File: src/rtl/game_pkg.sv
// Shared game constants and the FSM encoding used by the bird, wall and collision controllers.
// The BCD helper keeps the score saturation rule in one place.
package game_pkg;

   localparam int SCREEN_W   = 160;
   localparam int SCREEN_H   = 120;
   localparam int BIRD_X_DEF = 40;
   localparam int BIRD_W_DEF = 4;
   localparam int BIRD_H_DEF = 4;
   localparam int WALL_W_DEF = 8;
   localparam int GAP_H_DEF  = 32;

   typedef enum logic [1:0] {
      ST_IDLE  = 2'b00,
      ST_ARMED = 2'b01,
      ST_HIT   = 2'b10
   } game_state_e;

   // Two-digit BCD increment that sticks at 99.
   function automatic logic [7:0] bcd_inc_sat(input logic [3:0] tens, input logic [3:0] ones);
      logic [7:0] v_res;
      if (tens == 4'd9 && ones == 4'd9)
         v_res = {tens, ones};
      else if (ones == 4'd9)
         v_res = {tens + 4'd1, 4'd0};
      else
         v_res = {tens, ones + 4'd1};
      return v_res;
   endfunction

endpackage

File: src/rtl/collision_score_if.sv
// Game-side bus of the collision monitor: control/position inputs and hit/score outputs.
interface collision_score_if;

   logic       go;
   logic       frame_tick;
   logic [6:0] bird_y;
   logic [7:0] wall_x;
   logic [6:0] gap_y;
   logic       collision;
   logic       hit_pulse;
   logic [3:0] score_ones;
   logic [3:0] score_tens;

   modport master (
      output go, frame_tick, bird_y, wall_x, gap_y,
      input  collision, hit_pulse, score_ones, score_tens
   );

   modport slave (
      input  go, frame_tick, bird_y, wall_x, gap_y,
      output collision, hit_pulse, score_ones, score_tens
   );

endinterface

File: src/rtl/collision_score_bcd_counter2.sv
// Two-digit BCD score counter; clear has priority over increment, count saturates at 99.
module bcd_counter2
   import game_pkg::*;
(
   input  logic       clk,
   input  logic       rst_n,
   input  logic       i_clr,
   input  logic       i_inc,
   output logic [3:0] o_ones,
   output logic [3:0] o_tens
);

   logic [3:0] r_ones;
   logic [3:0] r_tens;
   logic [7:0] w_next;

   assign w_next = bcd_inc_sat(r_tens, r_ones);

   always_ff @(posedge clk or negedge rst_n) begin
      if (!rst_n) begin
         r_ones <= 4'd0;
         r_tens <= 4'd0;
      end else if (i_clr) begin
         r_ones <= 4'd0;
         r_tens <= 4'd0;
      end else if (i_inc) begin
         r_tens <= w_next[7:4];
         r_ones <= w_next[3:0];
      end
   end

   assign o_ones = r_ones;
   assign o_tens = r_tens;

endmodule

File: src/rtl/collision_score.sv
// Collision/score monitor: samples positions per frame tick, tests wall and edge overlap,
// latches a hit until go, and scores each cleared wall.
//   state    | meaning
//   ST_IDLE  | waiting for go, ticks ignored
//   ST_ARMED | game running, each tick evaluated through a 2-stage pipe
//   ST_HIT   | collision latched, score frozen until go
module collision_score
   import game_pkg::*;
#(
   parameter int BIRD_X   = BIRD_X_DEF,
   parameter int BIRD_W   = BIRD_W_DEF,
   parameter int BIRD_H   = BIRD_H_DEF,
   parameter int WALL_W   = WALL_W_DEF,
   parameter int GAP_H    = GAP_H_DEF,
   parameter int SCREEN_H = game_pkg::SCREEN_H
)
(
   input  logic              clk,
   input  logic              resetn,
   collision_score_if.slave  bus
);

   localparam logic [8:0] C_BIRD_L   = 9'(BIRD_X);
   localparam logic [8:0] C_BIRD_R   = 9'(BIRD_X + BIRD_W);
   localparam logic [8:0] C_BIRD_H   = 9'(BIRD_H);
   localparam logic [8:0] C_WALL_W   = 9'(WALL_W);
   localparam logic [8:0] C_GAP_H    = 9'(GAP_H);
   localparam logic [8:0] C_SCREEN_H = 9'(SCREEN_H);

   game_state_e r_state;
   game_state_e w_state_nxt;

   logic       r_go_d;
   logic       r_s1_valid;
   logic [6:0] r_s1_bird_y;
   logic [7:0] r_s1_wall_x;
   logic [6:0] r_s1_gap_y;
   logic       r_passed;
   logic       r_hit_pulse;

   logic       w_go_rise;
   logic       w_eval;
   logic [8:0] w_bird9;
   logic [8:0] w_wall9;
   logic [8:0] w_gap9;
   logic       w_h_overlap;
   logic       w_wall_hit;
   logic       w_edge_hit;
   logic       w_any_hit;
   logic       w_pass;
   logic       w_pass_clr;

   logic       w_s1_load;
   logic       w_passed_nxt;
   logic       w_hit_set;
   logic       w_score_clr;
   logic       w_score_inc;
   logic [3:0] w_score_ones;
   logic [3:0] w_score_tens;

   assign w_go_rise = bus.go & ~r_go_d;
   assign w_eval    = r_s1_valid & (r_state == ST_ARMED);

   // Everything is compared 9 bits wide so wall_x + WALL_W never wraps.
   assign w_bird9 = {2'b00, r_s1_bird_y};
   assign w_wall9 = {1'b0, r_s1_wall_x};
   assign w_gap9  = {2'b00, r_s1_gap_y};

   assign w_h_overlap = (w_wall9 < C_BIRD_R) && ((w_wall9 + C_WALL_W) > C_BIRD_L);
   assign w_wall_hit  = w_h_overlap &&
                        ((w_bird9 < w_gap9) || ((w_bird9 + C_BIRD_H) > (w_gap9 + C_GAP_H)));
   assign w_edge_hit  = (w_bird9 == 9'd0) || ((w_bird9 + C_BIRD_H) >= C_SCREEN_H);
   assign w_any_hit   = w_wall_hit | w_edge_hit;
   assign w_pass      = ((w_wall9 + C_WALL_W) <= C_BIRD_L) && !r_passed;
   assign w_pass_clr  = w_wall9 > C_BIRD_R;

   always_comb begin
      w_state_nxt  = r_state;
      w_s1_load    = 1'b0;
      w_passed_nxt = r_passed;
      w_hit_set    = 1'b0;
      w_score_clr  = 1'b0;
      w_score_inc  = 1'b0;
      case (r_state)
         ST_IDLE: begin
            if (w_go_rise) begin
               w_state_nxt  = ST_ARMED;
               w_score_clr  = 1'b1;
               w_passed_nxt = 1'b0;
            end
         end
         ST_ARMED: begin
            w_s1_load = bus.frame_tick;
            if (w_eval) begin
               // A hit overrides a simultaneous pass and flushes the tick behind it.
               if (w_any_hit) begin
                  w_state_nxt = ST_HIT;
                  w_hit_set   = 1'b1;
                  w_s1_load   = 1'b0;
               end else if (w_pass) begin
                  w_score_inc  = 1'b1;
                  w_passed_nxt = 1'b1;
               end else if (w_pass_clr) begin
                  w_passed_nxt = 1'b0;
               end
            end
         end
         ST_HIT: begin
            if (w_go_rise) begin
               w_state_nxt  = ST_ARMED;
               w_score_clr  = 1'b1;
               w_passed_nxt = 1'b0;
            end
         end
         default: begin
            w_state_nxt = ST_IDLE;
         end
      endcase
   end

   always_ff @(posedge clk or negedge resetn) begin
      if (!resetn) begin
         r_state     <= ST_IDLE;
         r_go_d      <= 1'b0;
         r_s1_valid  <= 1'b0;
         r_s1_bird_y <= 7'd0;
         r_s1_wall_x <= 8'd0;
         r_s1_gap_y  <= 7'd0;
         r_passed    <= 1'b0;
         r_hit_pulse <= 1'b0;
      end else begin
         r_state     <= w_state_nxt;
         r_go_d      <= bus.go;
         r_s1_valid  <= w_s1_load;
         r_passed    <= w_passed_nxt;
         r_hit_pulse <= w_hit_set;
         if (w_s1_load) begin
            r_s1_bird_y <= bus.bird_y;
            r_s1_wall_x <= bus.wall_x;
            r_s1_gap_y  <= bus.gap_y;
         end
      end
   end

   bcd_counter2 u_score (
      .clk    (clk),
      .rst_n  (resetn),
      .i_clr  (w_score_clr),
      .i_inc  (w_score_inc),
      .o_ones (w_score_ones),
      .o_tens (w_score_tens)
   );

   assign bus.collision  = (r_state == ST_HIT);
   assign bus.hit_pulse  = r_hit_pulse;
   assign bus.score_ones = w_score_ones;
   assign bus.score_tens = w_score_tens;

endmodule
File: src/flat_wrapper.sv
// flat-port wrapper written by rule: the top's interface ports become plain ports
module collision_score_flat import game_pkg::*;
#(
   parameter int BIRD_X   = BIRD_X_DEF,
   parameter int BIRD_W   = BIRD_W_DEF,
   parameter int BIRD_H   = BIRD_H_DEF,
   parameter int WALL_W   = WALL_W_DEF,
   parameter int GAP_H    = GAP_H_DEF,
   parameter int SCREEN_H = game_pkg::SCREEN_H
)
  (clk, resetn, bus_go, bus_frame_tick, bus_bird_y, bus_wall_x, bus_gap_y, bus_collision, bus_hit_pulse, bus_score_ones, bus_score_tens);
  collision_score_if bus_i ();
  input  logic clk;
  input  logic resetn;
  input wire logic [$bits(bus_i.go)-1:0] bus_go;
  input wire logic [$bits(bus_i.frame_tick)-1:0] bus_frame_tick;
  input wire logic [$bits(bus_i.bird_y)-1:0] bus_bird_y;
  input wire logic [$bits(bus_i.wall_x)-1:0] bus_wall_x;
  input wire logic [$bits(bus_i.gap_y)-1:0] bus_gap_y;
  output wire logic [$bits(bus_i.collision)-1:0] bus_collision;
  output wire logic [$bits(bus_i.hit_pulse)-1:0] bus_hit_pulse;
  output wire logic [$bits(bus_i.score_ones)-1:0] bus_score_ones;
  output wire logic [$bits(bus_i.score_tens)-1:0] bus_score_tens;
  assign bus_i.go = bus_go;
  assign bus_i.frame_tick = bus_frame_tick;
  assign bus_i.bird_y = bus_bird_y;
  assign bus_i.wall_x = bus_wall_x;
  assign bus_i.gap_y = bus_gap_y;
  assign bus_collision = bus_i.collision;
  assign bus_hit_pulse = bus_i.hit_pulse;
  assign bus_score_ones = bus_i.score_ones;
  assign bus_score_tens = bus_i.score_tens;
  collision_score #(.BIRD_X(BIRD_X), .BIRD_W(BIRD_W), .BIRD_H(BIRD_H), .WALL_W(WALL_W), .GAP_H(GAP_H), .SCREEN_H(SCREEN_H)) u_core (.clk(clk), .resetn(resetn), .bus(bus_i));
endmodule
File: config.mk
export PLATFORM = sky130hd
export DESIGN_NAME = collision_score_flat
export DESIGN_NICKNAME = d
export VERILOG_FILES = /design/src/rtl/game_pkg.sv /design/src/rtl/collision_score_if.sv /design/src/rtl/collision_score_bcd_counter2.sv /design/src/rtl/collision_score.sv /design/src/flat_wrapper.sv
export SDC_FILE = /design/constraint.sdc
export NUM_CORES = 1
export LEC_CHECK = 0
export CORE_UTILIZATION = 53
export CTS_CLUSTER_DIAMETER = 150
export DETAILED_ROUTE_END_ITERATION = 10
export PLACE_DENSITY = 0.79
export SLEW_MARGIN = 5
export SYNTH_ARGS = -nofsm -noshare
export SYNTH_HDL_FRONTEND = slang
export SYNTH_SLANG_ARGS = --single-unit
File: constraint.sdc
create_clock -name clk -period 3.2 [get_ports clk]
set_input_delay 0.32 -clock clk [delete_from_list [all_inputs] [get_ports clk]]
set_output_delay 0.32 -clock clk [all_outputs]
set_load 0.02 [all_outputs]
== After elaboration in Yosys (flattened, before gate mapping) ==
Cells that the tools add are included.

* Add/sub/neg operators: 5
* $lt $le $gt $ge: 7
* Equality and inequality tests: 10
* Multiplexer cells: 28
* Bitwise operators: 4
* Reduce and logical (&&, ||, !) cells: 17

{| class="wikitable"
|+ Operators by type and width
! kind !! number
|-
| $mux W1 || 17
|-
| $mux W4 || 4
|-
| $mux W8 || 2
|-
| $add A8 B4 Y9 const B || 1
|-
| $ge A9 B7 Y1 const B || 1
|-
| $gt A9 B6 Y1 const B || 1
|-
| $gt A9 B9 Y1 || 1
|-
| $le A9 B6 Y1 const B || 1
|-
| $logic_not A9 Y1 || 1
|-
| $add A4 B1 Y4 const B || 2
|-
| $add A7 B3 Y8 const B || 1
|-
| $add A7 B6 Y8 const B || 1
|-
| $eq A4 B4 Y1 const B || 2
|-
| $gt A8 B6 Y1 const B || 1
|-
| $lt A8 B6 Y1 const B || 1
|-
| $lt A7 B7 Y1 || 1
|-
| $mux W2 || 3
|-
| $ne A2 B1 Y1 const B || 3
|-
| $reduce_and A3 Y1 || 2
|-
| $reduce_bool A2 Y1 || 3
|-
| $reduce_and A5 Y1 || 1
|-
| $logic_and A1 B1 Y1 || 4
|-
| $ne A2 B2 Y1 const B || 2
|-
| $pmux W2 S2 || 1
|-
| 12 further kinds || 14
|}

* Register bits: 36
* Input bits: 26
* Output and inout port bits: 10

== Longest topological paths before layout ==
* Depth in word-level cells: 10
* Gate-level depth with buffers: 10
* Mapped depth without buffers: 9

== Modules after synthesis ==
Synthesis repeated with hierarchy kept, for this count alone.

* Cells, all modules: 193
* Area total of the unflattened synthesis: 2134.5 sq um

{| class="wikitable"
|+ Modules (own cells, without submodules)
! module !! instances !! cells each !! area an instance (sq um) !! seq. area each (sq um)
|-
| collision_score || 1 || 143 || 1644.1 || 700.7
|-
| bcd_counter2 || 1 || 50 || 490.5 || 200.2
|}

== Worst setup path after synthesis ==
No wires, ideal clock.

* Kind: register to register
* Start point: register u_core.r_s1_bird_y[2]
* End point: register u_core.r_s1_gap_y[0]
* Arrival: 2.596 ns
* Data required time: 3.075 ns
* Slack: 0.479 ns
* Cell stages (with the launch flop): 11
* Path through: dfrtp_1 -> ha_1 -> xor2_1 -> ha_1 -> a21oi_1 -> o221ai_1 -> a221oi_1 -> o32ai_1 -> o31ai_4 -> buf_8 -> mux2_4

* Word-level cells in the longest chain between the ends: 8

{| class="wikitable"
|+ RTL lines
! element !! line !! RTL
|-
| from (decl) || collision_score.sv:35 || <nowiki>logic [6:0] r_s1_bird_y;</nowiki>
|-
| from (signal assigned) || collision_score.sv:138 || <nowiki>r_s1_bird_y <= bus.bird_y;</nowiki>
|-
| $add A7 B3 Y8 || collision_score.sv:71, collision_score.sv:72 ||
|-
| $gt A9 B9 Y1 || collision_score.sv:71 || <nowiki>((w_bird9 < w_gap9) || ((w_bird9 + C_BIRD_H) > (w_gap9 + C_GAP_H)));</nowiki>
|-
| $logic_or A1 B1 Y1 || collision_score.sv:71 ||
|-
| $logic_and A1 B1 Y1 || collision_score.sv:70 || <nowiki>assign w_wall_hit = w_h_overlap &&</nowiki>
|-
| $or A1 B1 Y1 (*) || collision_score.sv:73 || <nowiki>assign w_any_hit = w_wall_hit | w_edge_hit;</nowiki>
|-
| $mux W1 (*) || collision_score.sv:96 || <nowiki>if (w_any_hit) begin</nowiki>
|-
| $mux W1 (*) || collision_score.sv:94 || <nowiki>if (w_eval) begin</nowiki>
|-
| $mux W1 (*) || collision_score.sv:84 || <nowiki>case (r_state)</nowiki>
|-
| to (signal assigned) || collision_score.sv:140 || <nowiki>r_s1_gap_y <= bus.gap_y;</nowiki>
|-
| to (decl) || collision_score.sv:37 || <nowiki>logic [6:0] r_s1_gap_y;</nowiki>
|}

Every way passes the cells marked *; elsewhere a longest branch is shown, timed or not.
A chain may end at the register's enable or synchronous reset.

== Worst setup path in the final report ==
* Start point: register u_core.r_s1_bird_y[2]
* End point: register u_core.r_s1_bird_y[5]

* Word-level cells in the longest chain between the ends: 8

{| class="wikitable"
|+ RTL lines
! element !! line
|-
| $add A7 B3 Y8 || collision_score.sv:71, collision_score.sv:72
|-
| $gt A9 B9 Y1 || collision_score.sv:71
|-
| $logic_or A1 B1 Y1 || collision_score.sv:71
|-
| $logic_and A1 B1 Y1 || collision_score.sv:70
|-
| $or A1 B1 Y1 (*) || collision_score.sv:73
|-
| $mux W1 (*) || collision_score.sv:96
|-
| $mux W1 (*) || collision_score.sv:94
|-
| $mux W1 (*) || collision_score.sv:84
|}

Marks and branches as above.

==> results by stage <==
STA:
- Headroom to the max-slew limit came out at 0.611.
- The final clock period utilization by the worst path is 0.933.
- The count of final max-slew check failures is 0.
- The final setup violation count is 0.
- Derived from the worst setup path, the maximum achievable clock frequency is between 0.3 and 0.4 GHz.
- Setup total negative slack on the finished layout was measured at 0 ns.
- The post-layout worst setup margin is around 0.21 ns.
- Setup repair after global routing left no endpoint under its margin.
- For the finished layout, the period the worst path requires is around 3 ns.
- Between clock sinks in the finished design, the worst skew comes to a little under 0.008 ns.
- The final-report hold violation count is 0.
- At the pin with the least slew margin, the transition time is 0.582 ns.

Synth:
- The mean instance size in the synthesized netlist is 11.3 um^2.
- The most numerous cell in the Yosys netlist is dfrtp_1.
- The post-synth net total is 239.
- In the synthesized netlist, the cells that appear most often are 36 x dfrtp_1, 20 x ha_1, 19 x mux2_4, 16 x inv_1, 14 x nand2_1.
- The sequential share of the synthesized area is 0.412.
- Of the post-synthesis cell area, the dominant cell type holds 0.412.
- After synthesis, the netlist uses 40 different library cells.
- The most common flop cell mapped by yosys is dfrtp_1.
- In this run the cell area of the synthesized design comes to around 2200 um^2.
- During synthesis, Yosys emitted a total of 0 warnings.
- The leading area contributor after synthesis is dfrtp_1.
- The number of enable-type register cells in the synthesized netlist is 0.
- The number of register bits inferred by synthesis is 36.
- The gate count of the mapped netlist is a little under 200.
- In the post-synthesis netlist, the biggest area contributors are dfrtp_1 41%, mux2_4 13%, ha_1 11%.
- Of all flip-flops after synthesis, the portion carrying an async set or reset was 1.00.

Drt:
- For this block, the via count after detailed routing is between 1.5k and 2k.
- The number of nets with antenna violations after routing is 0.
- In the final routed layout, each cell accounts on average for about 14 um.
- The number of design-rule violations left by the first detailed-router iteration is 85.
- For this run, design rule violations remaining after detail routing come to 0.
- The wire length reported by the detailed router is between 4000 and 5000 um.
- The first detailed-routing pass took 4 iterations.
- In the routed layout, each cell is associated on average with a via count of about 5.5.

Pwr:
- The internal power of the cells is between 1.5 and 2 mW.
- The clock power share is 0.142.
- Of the total power, combinational logic draws 0.560.
- The portion of total power attributed to sequential cells is 0.298.
- In this run the power density over the cells is between 1000 and 1500 nW/um^2.
- Summed over all nets, the switching power comes to approximately 1.1 mW.
- The worst IR drop on VDD is roughly 0.62 mV.
- The net switching share of the total power is 0.380.
- The static leakage is between 1 and 1.5 nW.

Status:
- The flow ran to the end, and the final reports show no timing, DRC or antenna violations.

Place:
- The post-place setup slack is ~0.25 ns.
- The HPWL after detailed placement is between 3000 and 4000 um.
- The count of placed standard cells including taps is roughly 280.
- At the end of routability-driven placement, the weighted congestion stood at between 0.8 and 0.9.
- The total of buffers placed on input and output ports is 35.

Worst setup path:
- The worst setup path is captured at a register.
- In this run the worst path has a maximum fanout of 15.
- The worst setup path is of the reg2reg kind.
- The worst endpoint data arrival time is between 3 and 4 ns.
- The data required time of the critical path is about 3.4 ns.
- The type of origin of the critical path is a register.

Clock network:
- The post-CTS clock slew at the launch and capture registers of the worst setup and hold paths is about 0.080 ns.
- The post-CTS setup repair buffer count is 0.
- The number of clock sinks is 36.
- The count of cells resized by post-cts repair is 0.
- The number of H-tree branching levels is 2.
- The maximum root-to-sink buffer count is 2.
- The CTS tree is built.
- The number of hold-repair buffers added at the cts stage is 0.
- Clock tree synthesis inserted a total of 5 buffers.
- The source-to-sink clock delay at the later pin of the worst-skew pair is 0.29 ns.
- The root buffer cell chosen for the clock tree is clkbuf_8.

Finish:
- The post-synthesis to final-layout area growth is 23.2%.
- The final core utilization is 0.709.
- The fraction of final layout cells with drive strength greater than 1 is 0.165.
- The total number of nets in the final design is 282.
- The non-filler instance count after layout is between 200 and 300.
- 0 antenna diodes ended up in the layout.

Global route:
- The number of global-route vias before repair came to 1,555.
- The first-pass GRT wire length is ~6900 um.
- For this run the aggregate overflow at the end of global routing stands at 0.
- The overall global routing resource usage is 0.214.
- The maximum number of pins on one net before global-route repair is 37.
- The number of antenna violations at the first check in global routing was 0.

Floorplan:
- The die outline height is between 60 and 70 um.
- The floorplan has 22 rows.
- The die covers between 4000 and 5000 um^2.
- In this run the horizontal extent of the chip is 66.2 um.
- Pin placement for this block handled 36 I/O pins.
- The initial utilization of the core area, before any placement, comes to 0.575.
- The core area is approximately 3800 um^2.

Flow run:
- Across the run, the number of max-cap violations was 0.

Hold path:
- The type of the worst min-delay path is in2async.
==> cell families after synthesis <==
family / share of synthesized area
AO/OA/AOI/OAI: 0.100
buffers and inverters: 0.0464
multiplexers: 0.155
XOR/XNOR: 0.0240
adder cells (fa/ha/maj): 0.114
flip-flops: 0.412
AND/OR/NAND/NOR: 0.148
==> state kept, by name, summed over array words and instances (netlist names) <==
name,flops
u_core.u_score.o_tens,4
u_core.r_passed,1
u_core.r_state,2
u_core.bus.hit_pulse,1
u_core.r_go_d,1
u_core.r_s1_bird_y,7
u_core.r_s1_wall_x,8
u_core.r_s1_gap_y,7
u_core.u_score.o_ones,4
u_core.r_s1_valid,1
==> final timing paths <==
kind	endpoint	cells past startpoint	slack (ns)	start
max in group asynchronous	u_core.r_s1_gap_y[0]	2	2.43	resetn
max	u_core.r_s1_bird_y[5]	10	0.21	u_core.r_s1_bird_y[2]
min in group clk	u_core.r_go_d	1	0.51	bus_go
min	u_core.u_score.o_tens[3]	2	0.44	resetn
min reg2reg	u_core.r_s1_gap_y[4]	1	0.51	u_core.r_s1_gap_y[4]
max reg2reg	u_core.r_s1_bird_y[5]	10	0.21	u_core.r_s1_bird_y[2]
==> critical path, cell delays in order (launching register included) <==
cell,delay (ns)
dfrtp_1,0.46
ha_1,0.26
xor2_1,0.16
ha_1,0.33
a21oi_1,0.16
o221ai_1,0.13
a221oi_1,0.26
o32ai_1,0.17
o31ai_4,0.26
buf_4,0.31
mux2_2,0.36
==> cell type report <==
| type | instances | area, um^2 |
|---|---|---|
| clock inverter | 2 | 35.0 |
| sequential | 36 | 901 |
| multi-input combinational | 138 | 1180 |
| fill | 312 | 1110 |
| tap | 48 | 60.1 |
| inverter | 16 | 60.1 |
| timing repair buffer | 39 | 380 |
| clock buffer | 6 | 72.6 |
==> per-stage QoR <==
step	area (um^2)	hold slack (ns)	power, mW
2_1_floorplan	2190	0.0244	2.11
3_3_place_gp	2580	0.492	2.36
3_5_place_dp	2580	0.494	2.40
4_1_cts	2690	0.454	2.82
5_1_grt	2690	0.497	3.02
6_report	2690	0.441	2.80
==> power groups by stage <==
stage          combinational (mW)  clock (mW)  sequential (mW)
2_1_floorplan                1.30           0            0.807
3_3_place_gp                 1.52           0            0.837
3_5_place_dp                 1.56           0            0.845
4_1_cts                      1.57       0.410            0.836
5_1_grt                      1.73       0.434            0.863
6_report                     1.57       0.397            0.835
==> cells in the final DEF, fill, tap and decap left out, drive strengths merged, types with 2 or more instances in the layout <==
| master | instances |
|---|---|
| a211o | 4 |
| a21oi | 8 |
| a31o | 2 |
| and3 | 3 |
| buf | 4 |
| clkbuf | 6 |
| clkdlybuf4s50 | 35 |
| dfrtp | 36 |
| ha | 20 |
| inv | 16 |
| mux2 | 22 |
| mux2i | 2 |
| nand2 | 14 |
| nand2b | 2 |
| nand3 | 5 |
| nand3b | 2 |
| nand4 | 2 |
| nor2 | 11 |
| nor2b | 5 |
| nor3 | 6 |
| nor3b | 2 |
| nor4 | 4 |
| o21ai | 4 |
| xnor2 | 5 |
==> metal layers <==
layer,vias up,GRT usage,share of wire
met3,4,0.0621,0.038
met2,35,0.371,0.50
met4,0,0.0798,0.013
li1,772,-,-
met5,-,0,0
met1,751,0.249,0.45
(Power assumes the default switching activity.)
